## config.mk

```make
export PLATFORM = sky130hd
export DESIGN_NAME = register_file_dumper
export DESIGN_NICKNAME = d
export VERILOG_FILES = /design/src/rtl/register_file_dumper_pkg.sv /design/src/rtl/register_file_dumper.sv
export SDC_FILE = /design/constraint.sdc
export NUM_CORES = 1
export LEC_CHECK = 0
export BUFFER_PORTS_ARGS = -buffer_cell sky130_fd_sc_hd__buf_2
export CAP_MARGIN = 20
export CELL_PAD_IN_SITES_DETAIL_PLACEMENT = 1
export CELL_PAD_IN_SITES_GLOBAL_PLACEMENT = 1
export CORE_MARGIN = 5
export CORE_UTILIZATION = 46
export CTS_CLUSTER_SIZE = 40
export DETAILED_ROUTE_END_ITERATION = 8
export PLACE_DENSITY_LB_ADDON = 0.1
export REMOVE_ABC_BUFFERS = 1
export SLEW_MARGIN = 15
export SYNTH_ARGS = -nofsm -noshare
export SYNTH_HDL_FRONTEND = slang
export SYNTH_SLANG_ARGS = --single-unit
```

## constraint.sdc

```tcl
create_clock -name i_clock -period 5.1 [get_ports i_clock]
set_clock_uncertainty 0.15 [all_clocks]
set_input_delay 0.255 -clock i_clock [delete_from_list [all_inputs] [get_ports i_clock]]
set_output_delay 0.255 -clock i_clock [all_outputs]
set_load 0.05 [all_outputs]
```

## src/rtl/register_file_dumper_pkg.sv

```systemverilog
// Shared debug-unit definitions: byte width, dumper FSM encoding and word/byte sizing helpers.
package register_file_dumper_pkg;

    localparam int DBG_NB_BYTE = 8;

    typedef enum logic [1:0] {
        ST_IDLE = 2'd0,
        ST_LOAD = 2'd1,
        ST_SEND = 2'd2,
        ST_DONE = 2'd3
    } dump_state_e;

    function automatic int bytes_per_word(input int nb_data, input int nb_byte);
        return nb_data / nb_byte;
    endfunction

    // Keep the byte counter at least one bit wide even for single-byte words.
    function automatic int byte_cnt_width(input int bpw);
        return (bpw > 1) ? $clog2(bpw) : 1;
    endfunction

endpackage

```

## src/rtl/register_file_dumper.sv

```systemverilog
// Streams every register-file word out as bytes (MSB first) over valid/ready; first byte valid
// two cycles after start, one idle bubble between words, holds byte/valid indefinitely while stalled.
module register_file_dumper
    import register_file_dumper_pkg::*;
#(
    parameter int NB_ADDR = 5,
    parameter int NB_DATA = 32,
    parameter int N_REGS  = 2**NB_ADDR,
    parameter int NB_BYTE = DBG_NB_BYTE
) (
    input  logic               i_clock,
    input  logic               i_reset_n,
    input  logic               i_start,
    output logic [NB_ADDR-1:0] o_read_addr,
    input  logic [NB_DATA-1:0] i_read_data,
    output logic [NB_BYTE-1:0] o_tx_data,
    output logic               o_tx_valid,
    input  logic               i_tx_ready,
    output logic               o_busy,
    output logic               o_done
);

    localparam int                 BPW       = bytes_per_word(NB_DATA, NB_BYTE);
    localparam int                 NB_CNT    = byte_cnt_width(BPW);
    localparam logic [NB_CNT-1:0]  LAST_BYTE = NB_CNT'(BPW - 1);
    localparam logic [NB_ADDR-1:0] LAST_ADDR = NB_ADDR'(N_REGS - 1);

    dump_state_e        state_q, state_d;
    logic [NB_ADDR-1:0] addr_q,  addr_d;
    logic [NB_CNT-1:0]  cnt_q,   cnt_d;
    logic [NB_DATA-1:0] shift_q, shift_d;

    always_ff @(posedge i_clock or negedge i_reset_n) begin
        if (!i_reset_n) begin
            state_q <= ST_IDLE;
            addr_q  <= '0;
            cnt_q   <= '0;
            shift_q <= '0;
        end else begin
            state_q <= state_d;
            addr_q  <= addr_d;
            cnt_q   <= cnt_d;
            shift_q <= shift_d;
        end
    end

    always_comb begin
        state_d = state_q;
        addr_d  = addr_q;
        cnt_d   = cnt_q;
        shift_d = shift_q;
        unique case (state_q)
            ST_IDLE: begin
                if (i_start) begin
                    addr_d  = '0;
                    state_d = ST_LOAD;
                end
            end
            // The word is snapshotted here; later writes to this register cannot leak into its bytes.
            ST_LOAD: begin
                shift_d = i_read_data;
                cnt_d   = '0;
                state_d = ST_SEND;
            end
            ST_SEND: begin
                if (i_tx_ready) begin
                    if (cnt_q != LAST_BYTE) begin
                        shift_d = shift_q << NB_BYTE;
                        cnt_d   = cnt_q + NB_CNT'(1);
                    end else if (addr_q != LAST_ADDR) begin
                        addr_d  = addr_q + NB_ADDR'(1);
                        state_d = ST_LOAD;
                    end else begin
                        state_d = ST_DONE;
                    end
                end
            end
            ST_DONE: state_d = ST_IDLE;
            default: state_d = ST_IDLE;
        endcase
    end

    assign o_read_addr = addr_q;
    assign o_tx_valid  = (state_q == ST_SEND);
    assign o_tx_data   = o_tx_valid ? shift_q[NB_DATA-1 -: NB_BYTE] : '0;
    assign o_busy      = (state_q != ST_IDLE);
    assign o_done      = (state_q == ST_DONE);

endmodule

```

## Word level (Yosys, flattened, before mapping)

Cells that the tools add are included.

| word-level totals | value |
|---|---|
| register bits | 41 |
| bits of input ports | 36 |
| output and inout bits | 16 |
| logic and storage cells | 40 |

| operators by class | value |
|---|---|
| $add $sub $neg | 2 |
| equality and inequality tests | 10 |
| mux-type cells | 17 |
| reduce and logical (&&, ||, !) cells | 7 |

Operators with widths:

| operator | count |
|---|---|
| $mux W32 | 2 |
| $pmux W32 S2 | 1 |
| $mux W5 | 4 |
| $mux W2 | 6 |
| $pmux W5 S2 | 1 |
| $mux W8 | 1 |
| $pmux W2 S4 | 1 |
| $ne A2 B1 Y1 const B | 3 |
| $ne A2 B2 Y1 const B | 3 |
| $reduce_and A3 Y1 | 2 |
| $reduce_bool A2 Y1 | 3 |
| $add A5 B1 Y5 const B | 1 |
| $ne A5 B5 Y1 const B | 1 |
| $reduce_and A5 Y1 | 1 |
| $eq A2 B2 Y1 const B | 2 |
| $pmux W2 S2 | 1 |
| $add A2 B1 Y2 const B | 1 |
| $eq A2 B1 Y1 const B | 1 |
| $logic_not A2 Y1 | 1 |

## Logic depth before layout (Yosys ltp)

| logic depth | value |
|---|---|
| depth in word-level cells | 5 |
| mapped depth | 6 |
| gate-level depth less buffers | 6 |

## Least setup slack after synthesis

OpenSTA, ideal clock, no wires.

| path | value |
|---|---|
| path kind | register to register |
| start point | reg addr_q[0], in the netlist o_read_addr[0] |
| end point | reg addr_q[3], in the netlist o_read_addr[3] |
| library setup time | 0.070 ns |
| data arrival time | 2.046 ns |
| slack | 2.834 ns |
| cell stages (with the launch flop) | 7 |
| buffers on the path | 0 |
| period minus slack after synthesis | 2.266 ns |
| cell sequence | dfrtp_1 ha_1 and3_1 ha_1 nand3b_2 or4_1 nand3_1 |

| between the ends | value |
|---|---|
| longest elaborated chain between the ends | 5 |

RTL lines:

| element | line | source |
|---|---|---|
| start, declared | register_file_dumper.sv:29 | `logic [NB_ADDR-1:0] addr_q, addr_d;` |
| start signal, assigned | register_file_dumper.sv:41 | `addr_q <= addr_d;` |
| $add A5 B1 Y5 | register_file_dumper.sv:71 | `addr_d = addr_q + NB_ADDR'(1);` |
| $mux W5 | register_file_dumper.sv:70 | `end else if (addr_q != LAST_ADDR) begin` |
| $mux W5 | register_file_dumper.sv:67 | `if (cnt_q != LAST_BYTE) begin` |
| $mux W5 | register_file_dumper.sv:66 | `if (i_tx_ready) begin` |
| $pmux W5 S2 | register_file_dumper.sv:52 | `unique case (state_q)` |

Several ways; a longest one is shown, not always the timed one. The select of a mux whose other input is x is not followed.
A chain may end at the register's enable or synchronous reset.

## Worst setup path in the final report

| path | value |
|---|---|
| start point | reg state_q[0] |
| end point | out o_tx_data[7] |

| between the ends | value |
|---|---|
| longest elaborated chain between the ends | 2 |

RTL lines:

| element | line | source |
|---|---|---|
| start, declared | register_file_dumper.sv:28 | `dump_state_e state_q, state_d;` |
| start signal, assigned | register_file_dumper.sv:40 | `state_q <= state_d;` |
| $eq A2 B2 Y1 | register_file_dumper.sv:84 | `assign o_tx_valid = (state_q == ST_SEND);` |
| $mux W8 | register_file_dumper.sv:85 | `assign o_tx_data = o_tx_valid ? shift_q[NB_DATA-1 -: NB_BYTE] : '0;` |
| end, declared | register_file_dumper.sv:16 | `output logic [NB_BYTE-1:0] o_tx_data,` |

No other way between the ends.

==> results.md <==
* Status: finished clean
* First-pass GRT wire length at 8.100 mm
* Met2 usage at 29.13%
* Post-CTS sizing at 0
* Worst EP required at 4700 ps
* Synth Area per Inst at 13.31 µm²
* Root Driver: clkbuf_8
* Clock Path Buffers at 2
* GR Util met1 at 19.86%
* Share of flip-flops with an asynchronous set or reset at 100.0%
* Crit path arrival time at 1990 ps
* Post-synth EDFFs at 0
* Core area at 4723 µm²
* Cell variety after synth at 34
* Total Power at 0.001627 W
* Pin count of the biggest net entering global routing at 42
* Layout area overhead at 14.91%
* PwrDens at 637.0 nW/µm²
* Total track usage at 16.75%
* Crit path to: o_tx_data[7]
* Kind of critical path: reg -> out
* Post-route ant nets at 0
* CTS H-tree lvls at 2
* Worst-path fanout max at 33
* Hold WS at 72.19 ps
* Minimum clock period after layout at 2399 ps
* Initial antenna violation count at 0
* Post-DP HPWL at 3.429 mm
* Drt pass-1 iters at 4
* # fillers at 505
* Worst Hold Class: in -> reg
* Number of global-route vias before repair at 1700
* Share of cells above drive strength 1 at 52.53%
* Syn Std Cell Area at 2223 µm²
* Via density at 5.268
* Max rail drop VDD at 0.0003114 V
* Vias at 1496
* P_int at 0.0009862 W
* DR iter-0 viols at 63
* Slew at the pin closest to its max-slew limit at 912.2 ps
* # DRC at 0
* Row cnt at 25
* R2R depth at 4
* Final Hold Fails at 0
* Worst setup startpoint: state_q[0]$_DFFE_PN0P_
* DR WL/cell at 17.34 µm
* FF/Latch Area at 1026 µm²
* Antenna diodes at 0
* Multi-input logic area at 1069 µm²
* Final instance area at 2555 µm²
* Sw frac at 39.40%
* Critical Path Start Type: flop
* Leakage at 1.244 nW
* Reg-to-reg slack, setup at 2910 ps
* Die H at 79.52 µm
* Flops & latches, synth at 41
* Leading register cell type out of synthesis: dfrtp_1
* Power share of the clock group at 12.9%
* Fmax at 416.8 MHz
* CTS tree: built
* Ys Warns at 0
* Combinational power share at 50.7%
* GRT met3 Usage at 4.176%
* Initial Util at 47.07%
* # port buffers at 51
* Worst Setup End Kind: primary output
* Global route overflow at 0
* Slew headroom at 39.19%
* Max-Cap Viols at 0
* Post-Place Setup Slack at 2909 ps
* Final Cycle Share at 47.05%
* Clock Sinks at 41
* Sequential share of power at 36.4%
* Reg2reg start: state_q[0]$_DFFE_PN0P_
* CTS buffer count at 5
* Post-Syn Instances at 167
* Setup tns final at 0 ps
* GPL Wtd Cong at 0.7535
* Cell Area, Placed at 2459 µm²
* P_sw at 0.0006413 W
* RSZ-0062 raised after global routing: no
* Setup Fix Bufs, Post-CTS at 0
* R2r endpoint: shift_q[9]$_DFFE_PN0P_
* DIE WIDTH at 79.52 µm
* Most used routing layer: met2
* Final setup viols at 0
* Final WS setup at 2701 ps
* Total wire length at 4.924 mm
* Slew Viols, Final at 0
* Clock-pin slew on the worst setup and hold paths at 80 ps
* IO Pins at 52
* Sequential fraction of the synthesis area at 46.15%
* Layout Nets at 255
* Die area at 6323 µm²
* Clk Latency, worst-skew pair at 290 ps
-- sequential cells by signal, indices dropped and copies added, names as in the netlist --
register     count
cnt_q            2
o_read_addr      5
shift_q         32
state_q          2
-- per-stage QoR --
step                instances  utilization [%]
floorplan                 156                -
finish                    284            54.09
detailed placement        275            52.05
CTS                       284            54.09
global route              284            54.09
global placement          275            52.05
-- per-layer routing --
metal  vias to the layer above  share of wire (%)
met4                         0                1.5
met2                        39                 51
met5                         -                  0
li1                        701                  -
met1                       748                 42
met3                         8                5.4
-- how the worst min path moves through the flow --
stage / from / endpoint / slack, ps / cells past startpoint
after detailed placement: i_reset_n / shift_q[28]$_DFFE_PN0P_ / 300 / 1
after global placement: i_reset_n / shift_q[28]$_DFFE_PN0P_ / 280 / 1
after floorplan: i_reset_n / cnt_q[0]$_DFFE_PN0P_ / -190 / 0
final: i_start / state_q[0]$_DFFE_PN0P_ / 70 / 3
after CTS: i_start / state_q[0]$_DFFE_PN0P_ / 60 / 3
after global routing: i_start / state_q[0]$_DFFE_PN0P_ / 60 / 3
-- worst max-delay path, cell delays in order (launching register included) --
cell      delay (ps)
dfrtp_1          630
nand2b_4         290
inv_4            320
and2_1           190
buf_2            260
-- synthesized netlist by cell type (2+ instances only) --
cell	count	area [µm²]
nand3_1	8	40.04
o22ai_1	2	12.51
ha_1	3	37.54
mux2_4	20	300.3
buf_6	5	56.30
mux2_2	28	315.3
dfrtp_1	41	1026
buf_12	2	40.04
inv_1	3	11.26
a21o_1	2	15.01
or3_1	2	12.51
a32o_1	8	80.08
nand2_1	8	30.03
and2_1	9	56.30
a21oi_1	4	20.02
clkbuf_1	4	15.01
-- area by class of cell --
type	count	share of cell area (%)
Timing Repair Buffer	53	10.68
Tap cell	67	3.281
Multi-Input combinational cell	111	41.82
Clock inverter	3	0.6856
Sequential cell	41	40.16
Clock buffer	5	2.693
Inverter	4	0.6856
-- power by group through the flow --
stage,logic (W),registers [W],clock network [W]
2_1_floorplan,0.000672,0.000568,0
5_1_grt,0.000885,0.000612,0.000229
3_5_place_dp,0.000833,0.000598,0
6_report,0.000825,0.000593,0.000210
4_1_cts,0.000837,0.000594,0.000218
3_3_place_gp,0.000799,0.000582,0
-- logic make-up after synthesis --
group           share of synthesized area [%]
compound gates                          7.034
simple gates                            11.20
flops                                   46.15
buf+inv                                 5.796
fa+ha+maj                               1.688
mux                                     28.14
-- repair_timing --
action                     4_1_cts  5_1_grt
hold buffers                     1        0
hold endpoints to repair        41        0
setup endpoints to repair        0        0
-- placed cells by master, fill, tap and decap left out, types with 2 or more instances in the layout --
cell type  instances
mux2_2            28
or3_1              2
mux2_4            20
and2_1             9
nand2_1            8
inv_1              3
ha_1               3
nand3_1            8
dfrtp_1           41
a21oi_1            4
o22ai_1            2
clkbuf_8           5
clkinv_2           2
a32o_1             8
buf_2             51
a21o_1             2
Note: power is estimated with default switching activity, not from simulation.
